File: config.mk
export PLATFORM = sky130hd
export DESIGN_NAME = switch_debouncer
export DESIGN_NICKNAME = d
export VERILOG_FILES = /design/src/rtl/switch_pkg.sv /design/src/rtl/debounce_bit.sv /design/src/rtl/switch_debouncer.sv
export SDC_FILE = /design/constraint.sdc
export NUM_CORES = 1
export LEC_CHECK = 0
export BUFFER_PORTS_ARGS = -buffer_cell sky130_fd_sc_hd__buf_4
export CAP_MARGIN = 5
export CORE_ASPECT_RATIO = 1.1
export CORE_MARGIN = 5
export CORE_UTILIZATION = 59
export CTS_BUF_LIST = sky130_fd_sc_hd__clkbuf_4 sky130_fd_sc_hd__clkbuf_8
export DETAILED_ROUTE_END_ITERATION = 10
export PLACE_DENSITY_LB_ADDON = 0.1
export REMOVE_ABC_BUFFERS = 1
export SETUP_SLACK_MARGIN = 0.5
export SKIP_CTS_REPAIR_TIMING = 1
export SLEW_MARGIN = 10
export SYNTH_ARGS = -nofsm -noshare
export SYNTH_HDL_FRONTEND = slang
export SYNTH_SLANG_ARGS = --single-unit
File: constraint.sdc
create_clock -name CLOCK_50 -period 2.15 [get_ports CLOCK_50]
set_input_delay 0.43 -clock CLOCK_50 [delete_from_list [all_inputs] [get_ports CLOCK_50]]
set_output_delay 0.43 -clock CLOCK_50 [all_outputs]
set_load 0.05 [all_outputs]
File: src/rtl/switch_pkg.sv
// +--------------------------------------------------------------------+
// | switch_pkg: shared state encoding and default sizing for the       |
// | switch debouncer.                                                  |
// | Rev 1.0 - initial release                                          |
// +--------------------------------------------------------------------+
`default_nettype none

package switch_pkg;

   typedef enum logic {
      ST_STABLE = 1'b0,
      ST_CHECK  = 1'b1
   } bit_state_e;

   localparam int DEFAULT_WIDTH           = 4;
   localparam int DEFAULT_DEBOUNCE_CYCLES = 500000;

endpackage

`default_nettype wire

File: src/rtl/debounce_bit.sv
// +--------------------------------------------------------------------+
// | debounce_bit: 2-flop synchroniser plus counter FSM for one switch. |
// | Optional edge pulses built when SW_EDGE_PULSE_EN is defined.       |
// | Rev 1.0 - initial release                                          |
// +--------------------------------------------------------------------+
`default_nettype none

module debounce_bit
   import switch_pkg::*;
#(
   parameter int DEBOUNCE_CYCLES = DEFAULT_DEBOUNCE_CYCLES
) (
   input  logic clk,
   input  logic rst_n,
   input  logic sw_in,
   output logic sw_out,
   output logic busy,
   output logic rise,
   output logic fall
);

   localparam int               CNT_W   = $clog2(DEBOUNCE_CYCLES);
   localparam logic [CNT_W-1:0] CNT_MAX = CNT_W'(DEBOUNCE_CYCLES - 1);

   logic             s1_q, s2_q;
   bit_state_e       state_q, state_d;
   logic [CNT_W-1:0] cnt_q, cnt_d;
   logic             out_q, out_d;
   logic             busy_q, busy_d;
   logic             mismatch;
   logic             accept;

   always_comb begin
      state_d  = state_q;
      cnt_d    = '0;
      out_d    = out_q;
      accept   = 1'b0;
      mismatch = s2_q ^ out_q;
      if (state_q == ST_STABLE) begin
         if (mismatch) begin
            state_d = ST_CHECK;
            cnt_d   = CNT_W'(1);
         end
      end else begin
         // Any return to the accepted level drops back and restarts the count.
         if (!mismatch) begin
            state_d = ST_STABLE;
         end else if (cnt_q == CNT_MAX) begin
            state_d = ST_STABLE;
            out_d   = s2_q;
            accept  = 1'b1;
         end else begin
            cnt_d = cnt_q + CNT_W'(1);
         end
      end
      busy_d = (state_d == ST_CHECK);
   end

   always_ff @(posedge clk) begin
      if (!rst_n) begin
         s1_q    <= 1'b0;
         s2_q    <= 1'b0;
         state_q <= ST_STABLE;
         cnt_q   <= '0;
         out_q   <= 1'b0;
         busy_q  <= 1'b0;
      end else begin
         s1_q    <= sw_in;
         s2_q    <= s1_q;
         state_q <= state_d;
         cnt_q   <= cnt_d;
         out_q   <= out_d;
         busy_q  <= busy_d;
      end
   end

   assign sw_out = out_q;
   assign busy   = busy_q;

`ifdef SW_EDGE_PULSE_EN
   logic rise_q, rise_d;
   logic fall_q, fall_d;

   always_comb begin
      rise_d = accept & s2_q;
      fall_d = accept & ~s2_q;
   end

   always_ff @(posedge clk) begin
      if (!rst_n) begin
         rise_q <= 1'b0;
         fall_q <= 1'b0;
      end else begin
         rise_q <= rise_d;
         fall_q <= fall_d;
      end
   end

   assign rise = rise_q;
   assign fall = fall_q;
`else
   logic unused_accept;
   assign unused_accept = accept;
   assign rise          = 1'b0;
   assign fall          = 1'b0;
`endif

endmodule

`default_nettype wire

File: src/rtl/switch_debouncer.sv
// +--------------------------------------------------------------------+
// | switch_debouncer: WIDTH independent synchronise-and-debounce lanes.|
// | SW_RISE/SW_FALL are live only when SW_EDGE_PULSE_EN is defined.    |
// | Rev 1.0 - initial release                                          |
// +--------------------------------------------------------------------+
`default_nettype none

module switch_debouncer
   import switch_pkg::*;
#(
   parameter int WIDTH           = DEFAULT_WIDTH,
   parameter int DEBOUNCE_CYCLES = DEFAULT_DEBOUNCE_CYCLES
) (
   input  logic             CLOCK_50,
   input  logic             RESET_N,
   input  logic [WIDTH-1:0] SW_IN,
   output logic [WIDTH-1:0] SW_OUT,
   output logic [WIDTH-1:0] SW_BUSY,
   output logic [WIDTH-1:0] SW_RISE,
   output logic [WIDTH-1:0] SW_FALL
);

   for (genvar i = 0; i < WIDTH; i++) begin : g_bit
      debounce_bit #(
         .DEBOUNCE_CYCLES(DEBOUNCE_CYCLES)
      ) u_debounce_bit (
         .clk   (CLOCK_50),
         .rst_n (RESET_N),
         .sw_in (SW_IN[i]),
         .sw_out(SW_OUT[i]),
         .busy  (SW_BUSY[i]),
         .rise  (SW_RISE[i]),
         .fall  (SW_FALL[i])
      );
   end

endmodule

`default_nettype wire

==> impl_results.rst <==
.. list-table::
   :header-rows: 1

   * - Metric
     - Value
   * - Synth warnings
     - 0
   * - Max Freq
     - ~0.6 GHz
   * - Setup repair after global routing missed its margin
     - yes
   * - Launch point of the worst hold path
     - SW_IN[0]
   * - Share of synthesized area occupied by flip-flops and latches
     - 44.2%
   * - Setup TNS Final
     - 0 ps
   * - Tot GR Track Use
     - 17.9%
   * - Number of enable flip-flop cells after synthesis
     - 0
   * - Pin count of the biggest net entering global routing
     - 19
   * - Register-to-register path setup slack
     - 490 ps
   * - Final Setup Violations
     - 0
   * - Crit path max fanout
     - 6
   * - Clock tree sinks
     - 92
   * - Wire length of the first global-routing pass
     - 13600 um
   * - Detailed-routing iteration count for the pre-antenna-repair pass
     - 4
   * - Congestion Overflow GR
     - 0
   * - Half-perimeter wire length of the detailed placement result
     - 5430 um
   * - Area of the mapped netlist
     - ~4200 um^2
   * - Most instantiated library cell after synthesis
     - dfxtp_1
   * - Sum of routed wire length over all layers
     - 8040 um
   * - Number of max-cap violations
     - 0
   * - Final slew viol count
     - 0
   * - Worst reg2reg startpoint
     - g_bit[0].u_debounce_bit.cnt_q[1]$_SDFF_PP0_
   * - Number of input and output port buffers inserted
     - 13
   * - Number of inserted diodes
     - 0
   * - Leakage power total
     - roughly 1.5 nW
   * - Maximum clock skew at final layout
     - between 8 and 9 ps
   * - Required time reported for the critical path endpoint
     - 2440 ps
   * - Yosys top cell area share
     - 44.2%
   * - Slowest cell on crit path
     - dfxtp_4
   * - Core Region
     - approximately 7000 um^2
   * - Sink of the worst hold path
     - g_bit[0].u_debounce_bit.s1_q$_SDFF_PN0_
   * - Arrival @ worst endpoint
     - 1950 ps
   * - Most common library cells after synthesis
     - dfxtp_1 (92), nor2_1 (61), xor2_1 (31), nand3_1 (29), nand2_1 (26)
   * - Cell count after synthesis
     - 474
   * - Final Hold Fails
     - 0
   * - Clock Tree Buf Depth
     - 2
   * - Outcome
     - completed
   * - Number of buffer and inverter stages on the critical path
     - 1
   * - Top post-synthesis cells by area
     - dfxtp_1 (44%), xor2_1 (6.5%), nor2_1 (5.5%), xnor2_1 (4.2%), nand3_1 (3.5%)
   * - Die Span Y
     - 98.2 um
   * - Worst Setup Start Kind
     - register
   * - Number of buffers created by CTS
     - 9
   * - Final period demand of the worst path
     - 1660 ps
   * - Total power after layout
     - 3.15 mW
   * - Hold/Removal Path Class
     - input pin to register
   * - I/O pin total
     - 22
   * - Starting density of the core
     - between 50% and 60%
   * - Remaining antenna violation count
     - 0
   * - Die ar.
     - 8850 um^2
   * - CP Cell Sequence
     - ha_4, and3_4, nand4_1, buf_4, or3_4, a21oi_2
   * - Clock latency of the later-clocked register in the worst-skew pair
     - about 340 ps
   * - Largest voltage drop on the vdd net
     - 0.000507 V
   * - Flip-flop cell with the highest count after synthesis
     - dfxtp_1
   * - Routed length per instance
     - 13.8 um
   * - DR iter-0 viols
     - 67
   * - Worst r2r dst
     - g_bit[0].u_debounce_bit.cnt_q[14]$_SDFF_PP0_
   * - Final Net Count
     - 503
   * - Clk pin slew, worst setup/hold paths
     - 90 ps
   * - FP Rows
     - 32
   * - Setup Crit Path Kind
     - register to register
   * - Cell type contributing the most total cell area after synthesis
     - dfxtp_1
   * - Top delay family on crit path
     - simple AND/OR/NAND/NOR gates
   * - Post-route DRC violation count
     - 0
   * - TritonCTS clock tree
     - yes
   * - Gpl congestion
     - approximately 0.8
   * - Area growth from synthesis to layout
     - 15.8%
   * - Proportion of layout cells with a drive suffix above 1
     - 22.9%
   * - Largest stage delay on the critical path
     - 380 ps
   * - Cell area power density
     - 652 nW/um^2
   * - Buffer cell driving the clock tree root
     - clkbuf_8
   * - Final critical-path share of the clock period
     - 77.1%
   * - Hold Crit Depth
     - 2
   * - H-tree depth
     - 3
   * - Die outline width
     - approximately 90 um
   * - Mean cell area of the mapped netlist
     - 8.80 um^2
   * - Number of antenna violations at the first check in global routing
     - 0
   * - Worst Reg2Reg Path Length in Cells
     - 6
   * - Number of distinct library cells after synthesis
     - 41
   * - Via count of the first global-routing pass
     - 3076
   * - Share of synthesized registers carrying an async set or reset
     - 0%
   * - Vias after detailed routing
     - 3300
   * - FF+latch count, synth
     - 92
   * - Average via count per standard cell
     - 5.67
   * - Worst setup EP type
     - register
==> area by class of cell <==
class / count / area [um^2]
sequential: 92 / 1900
clock buffer: 10 / 138
clock inverter: 5 / 100
fill: 550 / 2140
tap: 85 / 106
timing repair buffer: 30 / 225
multi-input combinational: 340 / 2280
inverter: 20 / 75.1
==> through the flow <==
stage | util, % | worst slack, ps | hold slack, ps | std cells | instance area [um^2]
after floorplan | - | 449 | 412 | 452 | 4020
after global placement | 61.5 | 413 | 415 | 559 | 4290
after detailed placement | 61.5 | 352 | 418 | 559 | 4290
after CTS | 65.0 | 333 | 280 | 574 | 4530
after global routing | 69.3 | 427 | 281 | 582 | 4830
final | 69.3 | 493 | 290 | 582 | 4830
==> layout by cell type (no fill, tap or decap), types with 8 or more instances in the layout <==
master | synthesis | routed
dfxtp_2 | 0 | 16
o31ai_1 | 12 | 12
conb_1 | 1 | 8
or4_1 | 11 | 9
nor2_1 | 61 | 61
xnor2_1 | 20 | 20
dfxtp_4 | 0 | 10
xor2_1 | 31 | 31
and2_1 | 11 | 11
nand2_1 | 26 | 23
clkbuf_8 | 0 | 10
dfxtp_1 | 92 | 66
inv_1 | 20 | 20
a21oi_1 | 25 | 22
nand3_1 | 29 | 26
o21ai_0 | 9 | 9
nor3_1 | 9 | 9
buf_4 | 16 | 30
nand4_1 | 19 | 19
==> worst max path at each step <==
stage	startpoint	end	slack, ps	cells after the start
final	g_bit[0].u_debounce_bit.cnt_q[1]$_SDFF_PP0_	g_bit[0].u_debounce_bit.cnt_q[14]$_SDFF_PP0_	490	6
after global routing	g_bit[0].u_debounce_bit.cnt_q[1]$_SDFF_PP0_	g_bit[0].u_debounce_bit.cnt_q[18]$_SDFF_PP0_	430	6
after detailed placement	g_bit[0].u_debounce_bit.cnt_q[0]$_SDFF_PN0_	g_bit[0].u_debounce_bit.cnt_q[18]$_SDFF_PP0_	350	5
after CTS	g_bit[1].u_debounce_bit.cnt_q[0]$_SDFF_PN0_	g_bit[1].u_debounce_bit.sw_out$_SDFFE_PN0P_	330	5
after floorplan	g_bit[2].u_debounce_bit.cnt_q[0]$_SDFF_PN0_	g_bit[2].u_debounce_bit.cnt_q[10]$_SDFF_PP0_	450	5
after global placement	g_bit[0].u_debounce_bit.cnt_q[0]$_SDFF_PN0_	g_bit[0].u_debounce_bit.cnt_q[18]$_SDFF_PP0_	410	5
==> power by group <==
part / switching, mW / internal, mW / leakage [nW] / total (mW)
combinational: 0.0540 / 0.0178 / 0.623 / 0.0717
sequential: 0.00819 / 1.70 / 0.759 / 1.71
clock: 0.572 / 0.794 / 0.122 / 1.37
total: 0.634 / 2.51 / 1.50 / 3.15
==> cells by family after synthesis <==
| group | Yosys count | share of synthesized area [%] |
|---|---|---|
| compound gates | 57 | 8.82 |
| simple gates | 220 | 28.9 |
| flops | 92 | 44.2 |
| buf+inv | 49 | 6.12 |
| other cells | 1 | 0.0899 |
| fa+ha+maj | 4 | 1.20 |
| xor+xnor | 51 | 10.7 |
==> layer usage <==
metal | global-route usage [%] | vias to the layer above | share of wire [%]
met5 | 0 | - | 0
met4 | 6.87 | 0 | 1.2
met3 | 3.16 | 10 | 2.6
met2 | 29.1 | 41 | 49
met1 | 23.6 | 1561 | 47
li1 | - | 1688 | -
==> state kept, by name, indices dropped and copies added (netlist names) <==
signal / cells
g_bit.u_debounce_bit.busy: 2
g_bit.u_debounce_bit.cnt_q: 76
g_bit.u_debounce_bit.sw_out: 4
g_bit.u_debounce_bit.s1_q: 4
g_bit.u_debounce_bit.state_q: 2
g_bit.u_debounce_bit.s2_q: 4
Note: power is estimated with default switching activity, not from simulation.
